--- src/rtl/sb_cfg_pkg.sv ---
// Shared constants for the switch-box configuration loader: side codes, word fields,
// FSM encoding and default geometry.
package sb_cfg_pkg;

  localparam int unsigned NTB_DEF = 5;
  localparam int unsigned NLR_DEF = 4;
  localparam int unsigned W_DEF   = 6;

  localparam int unsigned SEL_LSB = 0;
  localparam int unsigned SEL_MSB = 2;
  localparam int unsigned SRC_LSB = 3;
  localparam int unsigned SRC_MSB = 5;

  localparam logic [2:0] SEL_NONE   = 3'd0;
  localparam logic [2:0] SEL_TOP    = 3'd1;
  localparam logic [2:0] SEL_RIGHT  = 3'd2;
  localparam logic [2:0] SEL_BOTTOM = 3'd3;
  localparam logic [2:0] SEL_LEFT   = 3'd4;

  typedef enum logic [1:0] {StIdle, StLoad, StCheck, StCommit} state_e;

endpackage

--- src/rtl/sb_cfg_entry_check.sv ---
// Combinational legality check of one routing word, given its frame index
// (which fixes the side and wire position of the wire it configures).
module sb_cfg_entry_check
  import sb_cfg_pkg::*;
#(
  parameter int unsigned NTB = NTB_DEF,
  parameter int unsigned NLR = NLR_DEF,
  parameter int unsigned W   = W_DEF
) (
  input  logic [4:0]   idx_i,
  input  logic [W-1:0] word_i,
  output logic         legal_o
);

  localparam logic [4:0] TopEnd  = 5'(NTB);
  localparam logic [4:0] BotEnd  = 5'(2 * NTB);
  localparam logic [4:0] LeftEnd = 5'(2 * NTB + NLR);
  localparam logic [3:0] NtbLim  = 4'(NTB);
  localparam logic [3:0] NlrLim  = 4'(NLR);

  logic [2:0] sel;
  logic [2:0] src;
  logic [2:0] side;
  logic [4:0] pos;

  assign sel = word_i[SEL_MSB:SEL_LSB];
  assign src = word_i[SRC_MSB:SRC_LSB];

  always_comb begin
    if (idx_i < TopEnd) begin
      side = SEL_TOP;
      pos  = idx_i;
    end else if (idx_i < BotEnd) begin
      side = SEL_BOTTOM;
      pos  = idx_i - TopEnd;
    end else if (idx_i < LeftEnd) begin
      side = SEL_LEFT;
      pos  = idx_i - BotEnd;
    end else begin
      side = SEL_RIGHT;
      pos  = idx_i - LeftEnd;
    end
  end

  always_comb begin
    legal_o = 1'b1;
    case (sel)
      SEL_NONE:              legal_o = 1'b1;
      SEL_TOP, SEL_BOTTOM:   legal_o = ({1'b0, src} < NtbLim);
      SEL_RIGHT, SEL_LEFT:   legal_o = ({1'b0, src} < NlrLim);
      default:               legal_o = 1'b0;
    endcase
    // A wire may not be driven from itself.
    if (sel != SEL_NONE && sel == side && {2'b00, src} == pos) legal_o = 1'b0;
  end

endmodule

--- src/rtl/sb_config_loader.sv ---
// Loads a frame of routing words into a shadow bank, checks each entry, and commits the
// whole bank atomically to the active switch-box configuration.
module sb_config_loader
  import sb_cfg_pkg::*;
#(
  parameter int unsigned NTB = NTB_DEF,
  parameter int unsigned NLR = NLR_DEF,
  parameter int unsigned W   = W_DEF
) (
  input  logic                             clk,
  input  logic                             rst_n,
  input  logic                             cfg_start,
  input  logic                             cfg_abort,
  input  logic [W-1:0]                     cfg_data,
  input  logic                             cfg_valid,
  output logic                             cfg_ready,
  output logic                             busy,
  output logic                             done,
  output logic                             err,
  output logic [4:0]                       err_idx,
  output logic                             cfg_update,
  output logic [(2*NTB+2*NLR)*W-1:0]       cfg_active
);

  localparam int unsigned NENT = 2 * NTB + 2 * NLR;
  localparam logic [4:0]  Last = 5'(NENT - 1);

  state_e           state_q, state_d;
  logic [4:0]       cnt_q;
  logic [W-1:0]     shadow_q [NENT];
  logic [NENT*W-1:0] shadow_flat;
  logic [NENT*W-1:0] active_q;
  logic             err_q, done_q, upd_q, busy_q;
  logic [4:0]       err_idx_q;
  logic             legal, accept, reject, commit;

  sb_cfg_entry_check #(
    .NTB (NTB),
    .NLR (NLR),
    .W   (W)
  ) u_check (
    .idx_i   (cnt_q),
    .word_i  (shadow_q[cnt_q]),
    .legal_o (legal)
  );

  always_comb begin
    for (int k = 0; k < int'(NENT); k++) shadow_flat[k*W +: W] = shadow_q[k];
  end

  always_ff @(posedge clk or negedge rst_n) begin
    if (!rst_n) state_q <= StIdle;
    else        state_q <= state_d;
  end

  always_comb begin
    state_d = state_q;
    unique case (state_q)
      StIdle:   if (cfg_start) state_d = StLoad;
      StLoad: begin
        if (cfg_abort)                    state_d = StIdle;
        else if (accept && cnt_q == Last) state_d = StCheck;
      end
      StCheck: begin
        if (cfg_abort || !legal) state_d = StIdle;
        else if (cnt_q == Last)  state_d = StCommit;
      end
      StCommit: state_d = StIdle;
      default:  state_d = StIdle;
    endcase
  end

  always_comb begin
    cfg_ready  = (state_q == StLoad);
    accept     = cfg_ready && cfg_valid && !cfg_abort;
    reject     = (state_q == StCheck) && !cfg_abort && !legal;
    commit     = (state_q == StCommit);
    busy       = busy_q;
    done       = done_q;
    err        = err_q;
    err_idx    = err_idx_q;
    cfg_update = upd_q;
    cfg_active = active_q;
  end

  always_ff @(posedge clk or negedge rst_n) begin
    if (!rst_n) begin
      cnt_q     <= '0;
      err_q     <= 1'b0;
      err_idx_q <= '0;
      done_q    <= 1'b0;
      upd_q     <= 1'b0;
      busy_q    <= 1'b0;
      active_q  <= '0;
      for (int k = 0; k < int'(NENT); k++) shadow_q[k] <= '0;
    end else begin
      done_q <= reject || commit;
      upd_q  <= commit;
      busy_q <= (state_d != StIdle);
      if (state_q == StIdle && cfg_start) begin
        cnt_q <= '0;
        err_q <= 1'b0;
      end
      if (accept) begin
        shadow_q[cnt_q] <= cfg_data;
        cnt_q           <= (cnt_q == Last) ? '0 : cnt_q + 5'd1;
      end
      if (state_q == StCheck && !cfg_abort) cnt_q <= cnt_q + 5'd1;
      if (reject) begin
        err_q     <= 1'b1;
        err_idx_q <= cnt_q;
      end
      if (commit) active_q <= shadow_flat;
    end
  end

endmodule

--- config.mk ---
export PLATFORM = sky130hd
export DESIGN_NAME = sb_config_loader
export DESIGN_NICKNAME = d
export VERILOG_FILES = /design/src/rtl/sb_cfg_pkg.sv /design/src/rtl/sb_cfg_entry_check.sv /design/src/rtl/sb_config_loader.sv
export SDC_FILE = /design/constraint.sdc
export NUM_CORES = 1
export LEC_CHECK = 0
export CORE_ASPECT_RATIO = 1.25
export CORE_UTILIZATION = 40
export CTS_CLUSTER_SIZE = 10
export DETAILED_ROUTE_END_ITERATION = 6
export PLACE_DENSITY = 0.65
export RECOVER_POWER = 50
export SLEW_MARGIN = 20
export SYNTH_ARGS = -nofsm -noshare
export SYNTH_HDL_FRONTEND = slang
export SYNTH_SLANG_ARGS = --single-unit
--- constraint.sdc ---
create_clock -name clk -period 4.55 [get_ports clk]
set_clock_uncertainty 0.2 [all_clocks]
set_input_delay 0.91 -clock clk [delete_from_list [all_inputs] [get_ports clk]]
set_output_delay 0.91 -clock clk [all_outputs]
set_load 0.1 [all_outputs]
==> flow_metrics.tcl <==
set metrics [dict create \
    routedWlPerCell_um 21.5 \
    min_path_cells 2 \
    root_buffer "clkbuf_16" \
    vias 6462 \
    rsz0062_at_grt "no" \
    ant_nets 0 \
    final_net_count 884 \
    synth_xor_area_frac 0.00672 \
    max_freq_ghz 0.278 \
    setup_viol 0 \
    synth_compound_gate_area_share 0.0482 \
    antenna_cells 0 \
    h-tree-depth 1 \
    num_io_pins 129 \
    relSlewSlack -0.855 \
    period_share 0.791 \
    synthCells 738 \
    final_util 0.502 \
    whs_endpoint "err" \
    drt_wl_total_mm 25.8 \
    synth_top_family_by_area "multiplexers" \
    drc 0 \
    async_flop_share 1.00 \
    multiInputGateArea_um2 4390 \
    path_cells "mux4_1, a22oi_1, nand4b_1, or3_4, o21ai_4, and2_1, a21boi_0, o21ai_0" \
    cts_resized 0 \
    synth_cell_types 58 \
    ys_warn_count 0 \
    post-route-min-period_ns 3.60 \
    drive_above_1_share 0.323 \
    cp_slowest_cell "dfrtp_2" \
    finalSetupTns_ns 0 \
    clock_path_buffers 3 \
    place.gp.congestion 0.870 \
    synth-seq-cells 232 \
    die_w_um 146 \
    cellLeakagePower_nw 6.04 \
    hold_buffers 0 \
    initial_core_util 0.410 \
    first_pass_iters 4 \
    fill_cells 2225 \
    hp-class "flop to flop" \
    gr-total-overflow 0 \
    die_area_um2 26700 \
    numPortBuffers 128 \
    grt_pass1_wl_mm 40.9 \
    fin_cells 1204 \
    area_growth_pct 22.4 \
    powerDensity_nw_per_um2 427 \
    hold_viol 0 \
    clk_transition_reported_paths_ns 0.05 \
    numCtsBuffers 27 \
    core-area_um2 25500 \
    placed_cells 1172 \
    clock-sinks 232 \
    end_kind "flop" \
    clkLatencyLatePin_ns 0.52 \
    max-cap-violations 2 \
    hpwl_mm 18.0 \
    r2r_cells 8 \
    yosysSeqAreaShare 0.556 \
    slew_viol_final 149 \
    synth.net_count 756 \
    max_stage_delay_ns 0.82 \
    synth.area.mux_share 0.294 \
    antenna_found_initial 0 \
    synthAdderAreaFrac 0.00839 \
    syn_area_per_cell_um2 14.1 \
    grt_pass1_vias 6914 \
    cts_tree "built" \
    synth_area_um2 10400 \
    crit_required_ns 4.66 \
    dieHeight_um 183 \
    cts_setup_buffers 0 \
    worstMarginPinSlew_ns 2.78 \
    crit_arrival_ns 3.71 \
    final_common_cell "dfrtp_1" \
    synthSimpleGateAreaFrac 0.0630 \
    startpoint_type "flop" \
    final_cell_mix "dfrtp_1 (231), mux2_2 (225), clkdlybuf4s50_1 (127), nand2_1 (49), clkbuf_16 (27)" \
    detail_route.iter0.violations 281 \
    synth-edff-count 0 \
    criticalPathCategory "flop to flop" \
    violations "capacitance limit, slew limit" \
    r2r_setup_slack_ns 0.95 \
    vdd_drop_max_mv 0.289 \
    r2r_end "done" \
    worstHoldStart "err" \
    regArea_um2 5810 \
    grt_max_degree 108 \
    grt.total_usage 0.199 \
    outcome "complete, but fails checks" \
    crit_fanout 27 \
    row_count 65 \
    routed_via_density 5.37 \
    ys.flop_type "dfrtp_1" \
    worstReg2RegStart "cnt_q[0]" \
]
[cell type report]
class,count,area share
Sequential cell,232,0.455
Clock buffer,32,0.0567
Multi-Input combinational cell,461,0.343
Inverter,5,0.00147
Tap cell,335,0.0328
Timing Repair Buffer,139,0.111
[critical path, delay by kind of cell (launching register included)]
family / cells / cell delay (ns)
AOI/OAI and AO/OA: 4 / 0.78
DFF: 1 / 0.82
and+or+nand+nor: 3 / 0.93
muxes: 1 / 0.63
[where the power goes]
part,switching [mW],internal (mW),leakage (nW)
combinational,0.684,0.539,2.51
sequential,0.183,2.21,3.18
clock,0.752,1.09,0.357
total,1.62,3.84,6.04
[routing by layer]
metal	vias to the layer above	part of all wire	track usage
met1	3339	0.41	0.248
met3	44	0.039	0.0248
met4	0	0.027	0.0688
met2	141	0.53	0.354
li1	2938	-	-
met5	-	0	0
[cells by family (layout without fill, tap and decap cells)]
logic type / count (synthesis) / in the layout
flops: 232 / 232
buf+inv: 45 / 176
simple gates: 124 / 124
mux: 258 / 258
compound gates: 64 / 64
fa+ha+maj: 7 / 7
xor+xnor: 8 / 8
[cells in the mapped netlist (4+ instances only)]
master / n / area (um^2)
dfrtp_1: 232 / 5810
mux2_2: 225 / 2530
nand2_1: 49 / 184
clkbuf_1: 21 / 78.8
mux2i_1: 20 / 200
nor2_1: 13 / 48.8
and2_1: 12 / 75.1
a21oi_1: 11 / 55.1
buf_2: 11 / 55.1
mux4_1: 11 / 289
o21ai_0: 10 / 50.1
nand3_1: 9 / 45.0
nand4_1: 8 / 50.1
ha_1: 7 / 87.6
nor2b_1: 7 / 43.8
o211ai_1: 6 / 45.0
xor2_1: 6 / 52.6
a22oi_1: 5 / 37.5
a311oi_1: 5 / 43.8
inv_1: 5 / 18.8
a211oi_1: 4 / 30.0
a221oi_1: 4 / 35.0
nor3_1: 4 / 20.0
o22ai_1: 4 / 25.0
[metrics by stage]
step                      total power [mW]  worst slack [ns]  hold WS [ns]  instance area, um^2
after CTS                             5.52             0.952         0.285                12800
after detailed placement              3.66             0.974         0.289                12100
final                                 5.46             0.950         0.286                12800
after floorplan                       3.35              1.16         0.289                10400
after global routing                  5.73             0.662         0.315                12800
after global placement                3.65              1.01         0.289                12100
[registers in the layout, summed over array words and instances (netlist names)]
name and count:
err 1, cnt_q 5, state_q 2, shadow_flat 108, err_idx 5, busy 1, done 1, cfg_active 108
cfg_update 1
[worst max-delay path by stage]
stage | cells after the start | slack (ns) | start | endpoint
floorplan | 8 | 1.16 | state_q[1] | state_q[0]
global placement | 8 | 1.01 | cnt_q[0] | state_q[0]
detailed placement | 8 | 0.97 | cnt_q[0] | state_q[0]
CTS | 8 | 0.95 | cnt_q[0] | state_q[0]
global route | 1 | 0.66 | rst_n | cnt_q[0]
finish | 8 | 0.95 | cnt_q[0] | done
(Power assumes the default switching activity.)
